**src/rtl/regfile_mp.sv**
```systemverilog
// Multi-port integer register file with x0 hardwired to zero and a per-register busy scoreboard.
// Optional write-first read forwarding is compiled in with `define REGFILE_BYPASS_EN.
module regfile_mp #(
    parameter int XLEN  = 32,
    parameter int NREGS = 32,
    parameter int NRD   = 2,
    parameter int NWR   = 1
) (
    input  logic                             clk,
    input  logic                             rst,
    input  logic [NRD*$clog2(NREGS)-1:0]     raddr,
    output logic [NRD*XLEN-1:0]              rdata,
    output logic [NRD-1:0]                   rbusy,
    input  logic [NWR-1:0]                   wen,
    input  logic [NWR*$clog2(NREGS)-1:0]     waddr,
    input  logic [NWR*XLEN-1:0]              wdata,
    input  logic                             alloc_en,
    input  logic [$clog2(NREGS)-1:0]         alloc_addr,
    output logic [$clog2(NREGS):0]           busy_cnt
);

    localparam int AW = $clog2(NREGS);
    localparam int CW = AW + 1;

    logic [XLEN-1:0] rs_reg  [NREGS];
    logic [XLEN-1:0] rs_next [NREGS];
    logic [NREGS-1:0] busy_reg;
    logic [NREGS-1:0] busy_next;
    logic [CW-1:0]    busy_cnt_reg;
    logic [CW-1:0]    busy_cnt_next;

    // Ascending port order lets the highest-index write win; alloc is applied last so set beats clear.
    always_comb begin
        rs_next   = rs_reg;
        busy_next = busy_reg;
        for (int j = 0; j < NWR; j++) begin
            if (wen[j] && (waddr[j*AW +: AW] != '0)) begin
                rs_next[waddr[j*AW +: AW]]   = wdata[j*XLEN +: XLEN];
                busy_next[waddr[j*AW +: AW]] = 1'b0;
            end
        end
        if (alloc_en && (alloc_addr != '0)) begin
            busy_next[alloc_addr] = 1'b1;
        end
    end

    always_comb begin
        busy_cnt_next = '0;
        for (int r = 0; r < NREGS; r++) begin
            busy_cnt_next = busy_cnt_next + CW'(busy_next[r]);
        end
    end

    always_ff @(posedge clk or posedge rst) begin
        if (rst) begin
            for (int r = 0; r < NREGS; r++) begin
                rs_reg[r] <= '0;
            end
            busy_reg     <= '0;
            busy_cnt_reg <= '0;
        end else begin
            rs_reg       <= rs_next;
            busy_reg     <= busy_next;
            busy_cnt_reg <= busy_cnt_next;
        end
    end

    assign busy_cnt = busy_cnt_reg;

    genvar gi;
    generate
        for (gi = 0; gi < NRD; gi++) begin : g_rd
            logic [AW-1:0] ra;
            assign ra = raddr[gi*AW +: AW];
`ifdef REGFILE_BYPASS_EN
            logic [XLEN-1:0] data_sel;
            logic            busy_sel;
            // Forwarded write data would otherwise leak through while the file is held in reset.
            always_comb begin
                data_sel = rs_reg[ra];
                busy_sel = busy_reg[ra];
                for (int j = 0; j < NWR; j++) begin
                    if (wen[j] && (waddr[j*AW +: AW] == ra) && (ra != '0)) begin
                        data_sel = wdata[j*XLEN +: XLEN];
                        busy_sel = alloc_en && (alloc_addr == ra);
                    end
                end
                if (rst) begin
                    data_sel = '0;
                    busy_sel = 1'b0;
                end
            end
            assign rdata[gi*XLEN +: XLEN] = data_sel;
            assign rbusy[gi]              = busy_sel;
`else
            assign rdata[gi*XLEN +: XLEN] = rs_reg[ra];
            assign rbusy[gi]              = busy_reg[ra];
`endif
        end
    endgenerate

endmodule

```
**config.mk**
```make
export PLATFORM = sky130hd
export DESIGN_NAME = regfile_mp
export DESIGN_NICKNAME = d
export VERILOG_FILES = /design/src/rtl/regfile_mp.sv
export SDC_FILE = /design/constraint.sdc
export NUM_CORES = 2
export LEC_CHECK = 0
export CAP_MARGIN = 0
export CORE_ASPECT_RATIO = 1.25
export CORE_UTILIZATION = 50
export CTS_BUF_LIST = sky130_fd_sc_hd__clkbuf_16
export CTS_CLUSTER_DIAMETER = 120
export DETAILED_ROUTE_END_ITERATION = 6
export PLACE_DENSITY = 0.66
export SYNTH_ARGS = -nofsm -noshare
export SYNTH_HDL_FRONTEND = slang
export SYNTH_SLANG_ARGS = --single-unit
```
**constraint.sdc**
```tcl
create_clock -name clk -period 70.8 [get_ports clk]
set_input_delay 14.16 -clock clk [delete_from_list [all_inputs] [get_ports clk]]
set_output_delay 14.16 -clock clk [all_outputs]
set_load 0.03 [all_outputs]
```
Yosys cells after proc, flatten, opt, wreduce, memory -nomap -nowiden
Index checks and enable logic that the tools add are counted.
{"block": "word_totals", "romBits": 0, "latchBits": 0, "input_bits": 56, "output_inout_bits": 72, "reg_bits": 1062, "ramBits": 0, "mem_count": 0}
{"block": "classes", "addsub": 31, "magnitude_cmp": 10, "bitwise": 6, "reduce_logical": 7, "div_mod_pow": 0, "mul": 0, "shift": 0, "n_eq_ne": 0, "n_mux": 19}
{"op": "$bwmux W1024", "count": 1}
{"op": "$bmux W32 S5", "count": 2}
{"op": "$mux W32", "count": 7}
{"op": "$demux W32 S5", "count": 1}
{"op": "$add A6 B1 Y6", "count": 26}
{"op": "$and A32 B32 Y32", "count": 1}
{"op": "$not A32 Y32", "count": 1}
{"op": "$or A32 B32 Y32", "count": 1}
{"op": "$lt A5 B6 Y1 const B", "count": 4}
{"op": "$ge A6 B6 Y1 const B", "count": 3}
{"op": "$not A5 Y6", "count": 3}
{"op": "$bmux W1 S5", "count": 2}
{"op": "$demux W1 S5", "count": 2}
{"op": "$ge A5 B1 Y1 const B", "count": 2}
{"op": "$reduce_bool A5 Y1", "count": 2}
{"op": "$add A5 B1 Y6", "count": 1}
{"op": "$lt A6 B1 Y1 const B", "count": 1}
{"op": "$add A4 B1 Y5", "count": 1}
{"op": "$logic_and A1 B1 Y1", "count": 5}
{"op": "$add A3 B1 Y4", "count": 1}
{"op": "$mux W1", "count": 4}
{"op": "$add A2 B1 Y3", "count": 1}
{"op": "$add A1 B1 Y2", "count": 1}

Depth between registers and ports, before layout
{"block": "depth", "word_depth": 40, "ltp_mapped": 23}

Least setup slack after synthesis
OpenSTA, ideal clock, no wires.
{"block": "synth_path", "path_type": "input -> output", "from": "input raddr[1]", "to": "output rdata[10]", "stages": 8, "arrival_time_ns": 15.616, "setup_slack_ns": 41.024, "path_buffers": 4, "path_cell_list": "buf_2 > buf_2 > buf_2 > buf_2 > mux2i_1 > a22oi_1 > a31oi_1 > nand3_1"}
{"block": "synth_between", "elab_chain_cells": 4}
{"item": "start: declaration", "line": "11", "source": "input logic [NRD*$clog2(NREGS)-1:0] raddr,"}
{"item": "$not A5 Y6 (not written as such)", "line": "96", "source": "assign rdata[gi*XLEN +: XLEN] = rs_reg[ra];"}
{"item": "$bmux W32 S5", "line": "96"}
{"item": "$mux W32 (not written as such) (2 in a row)", "line": "96"}
{"item": "end: declaration", "line": "12", "source": "output logic [NRD*XLEN-1:0] rdata,"}
Every way passes these cells. The select of a mux whose other input is x is not followed.

Worst setup path in the final report
{"block": "layout_path", "from": "input raddr[6]", "to": "output rdata[61]"}
Same word-level chain as after synthesis.

==> results.cfg <==
[placement]
dp_hpwl_mm = 87.2
io_buffers = 127
gp_congestion = 0.812

[critical_path]
crit_family = buffers and inverters
path_depth = 10
cp.arrival_ns = 19.05
worst_path_largest_cell_delay_ns = 0.90
cp_cell_sequence = buf_8 -> buf_4 -> buf_4 -> buf_4 -> mux2i_1 -> a22o_1 -> nor3_1 -> a31oi_1 -> nand3_1 -> clkdlybuf4s50_1
cp-end-kind = output pin
critPathKind = in -> out
rrSetupSlack_ns = 65.66
critical_path.slowest_cell = buf_4
startpoint_type = input pin
r2r_cells = 16
required_ns = 56.64
crit_top_cell = buf_4
regToRegEndpoint = busy_cnt[4]$_DFF_PP0_
r2r-start = busy_reg[17]$_DFF_PP0_
crit_fanout = 84
crit_buf_inv = 5

[synth]
avgSynthCellArea_um2 = 11.9
ys_types = 44
synth_top_family_by_area = multiplexers
synthCells = 4890
synth.area.mux_share_pct = 37.5
synth_compound_area_share_pct = 7.46
synth_seq_area_share_pct = 45.6
async_flop_share_pct = 100
synth_xor_area_share_pct = 0.0451
yosysWarningCount = 0
syn-num-nets = 4977
ys_ff_latch = 1062
synth_adder_area_share_pct = 0.975
syn_area_um2 = 58300
ys.flop_type = dfrtp_1
synth_edf_count = 0
yosys.area_share.simple_pct = 4.39

[cells_and_area]
syn2layout_area_growth_pct = 9.31
final_nets = 4794
drive_gt1_share_pct = 26.6
multi_input_area_um2 = 29500
utilization_pct = 55.3
layout_common_cells = dfrtp_1, mux2i_1, mux2_2
seq_area_um2 = 26600
fillCellCount = 9861
largest_reg_flops = 1024
layout_commonest_cell = dfrtp_1

[die]
initial_core_util_pct = 50.5
die_h_um = 384
dieArea_um2 = 118000
num_rows = 139
ios = 128
die_width_um = 307
coreArea_um2 = 115000

[grt]
grt_pass1_vias = 41000
grt_pass1_wl_mm = 262
grt_max_degree = 159
grt-ovfl-total = 0
antenna_found_initial = 4
grtUsageTotal_pct = 29.5

[hold_path]
hold_class = reg -> reg
hp-start = rs_reg[1022]$_DFFE_PP0P_
whs_path_depth = 0
min_to = rs_reg[1022]$_DFFE_PP0P_

[clock_network]
cts_root_buffer = clkbuf_16
holdBufCountCts = 0
clk_pin_slew_ns = 0.06
clockBufferDepth = 3
cts.sinks = 1062
cts_repair_resize_count = 0
post_cts_buffers = 0
tritoncts = yes
htree_num_levels = 3
insertion_delay_ns = 0.73
cts_made_buffers = 109

[timing]
slew_headroom_pct = 20.6
fin_crit_ns = 33.21
post-route-period-util_pct = 46.9
drv_slew = 0
finalSetupViolCount = 0
setup_tns_ns = 0
fin_skew_ns = 0.0174
finalHoldViolCount = 0
rsz0062_at_grt = no
clock.fmax_ghz = 0.0301
worst_pin_slew_ns = 1.19

[detailed_routing]
firstDrtPassIters = 7
viasPerCell = 6.39
wl_mm = 175
first_iter_violations = 2996
vias = 40600
drt-wirelength-per-cell_um = 27.6
postRouteAntennaNets = 0
route.detailed.drc = 0

[power]
leakage_nw = 30.2
power_density_nw_per_um2 = 30.1
peakVddDrop_mv = 0.0719

[status]
status = finished, final reports clean

[job]
maxCapViolations = 0
[cells in the mapped netlist, types with 24 or more instances]
master    number  area (um2)
dfrtp_1     1062       26600
inv_1         50         188
a31oi_1       66         413
mux2_2       961       10800
mux2_4        29         435
nand2_1      232         871
fa_1          24         480
buf_1         49         184
a22oi_1      204        1530
clkbuf_1     261         980
nand3_1      200        1000
mux2i_1     1056       10600
a22o_1       148        1300
nor3_1        70         350
a21oi_1      200        1000
buf_2        187         936
[logic make-up after synthesis]
kind of cell | count (synthesis)
flip-flops | 1062
XOR/XNOR | 3
adder cells (fa/ha/maj) | 31
multiplexers | 2048
AO/OA/AOI/OAI | 635
AND/OR/NAND/NOR | 560
buffers and inverters | 551
[through the flow]
stage | cells | total power [mW] | setup WS, ns | hold WS, ns | cell area (um2)
after CTS | 6347 | 1.93 | 37.66 | 0.402 | 63700
after global placement | 6147 | 1.34 | 37.70 | 0.384 | 60200
after global routing | 6348 | 2.03 | 37.41 | 0.416 | 63700
final | 6348 | 1.92 | 37.59 | 0.400 | 63700
after detailed placement | 6147 | 1.35 | 37.66 | 0.388 | 60200
after floorplan | 4890 | 1.23 | 26.75 | 0.449 | 58300
[worst max-delay path by stage]
stage	start	end	slack [ns]
floorplan	rst	busy_cnt[0]$_DFF_PP0_	26.75
global placement	raddr[6]	rdata[61]	37.70
detailed placement	raddr[6]	rdata[61]	37.66
CTS	raddr[6]	rdata[61]	37.66
global route	raddr[6]	rdata[32]	37.41
finish	raddr[6]	rdata[61]	37.59
[power by group]
group          switching, mW  internal [mW]
Combinational          0.264          0.266
Sequential            0.0863          0.729
Clock                  0.249          0.323
Total                  0.599           1.32
[layer usage]
layer  vias up  GRT usage (%)  wire length, um
met5         -              0               28
met4         4           10.9             6270
met3       344           4.84            11500
met2      1441           47.3            81600
met1     21300           40.3            76000
li1      17500              -                -
[worst reg2reg max path, delay by kind of cell, from the launching register on]
kind                       cells  cell delay (ns)
AOI/OAI and AO/OA              3             0.60
xor gates and xnor gates       1             0.13
adders and majority gates      8             3.75
buffers and inverters          4             0.21
DFF                            1             0.40
[cell type report]
type / count / share of cell area (%)
multi-input combinational: 3277 / 46.4
clock inverter: 89 / 1.10
tap: 1551 / 3.05
inverter: 50 / 0.306
timing repair buffer: 207 / 3.11
antenna: 1 / 0.00393
clock buffer: 111 / 4.36
sequential: 1062 / 41.7
Note: power is estimated with default switching activity, not from simulation.
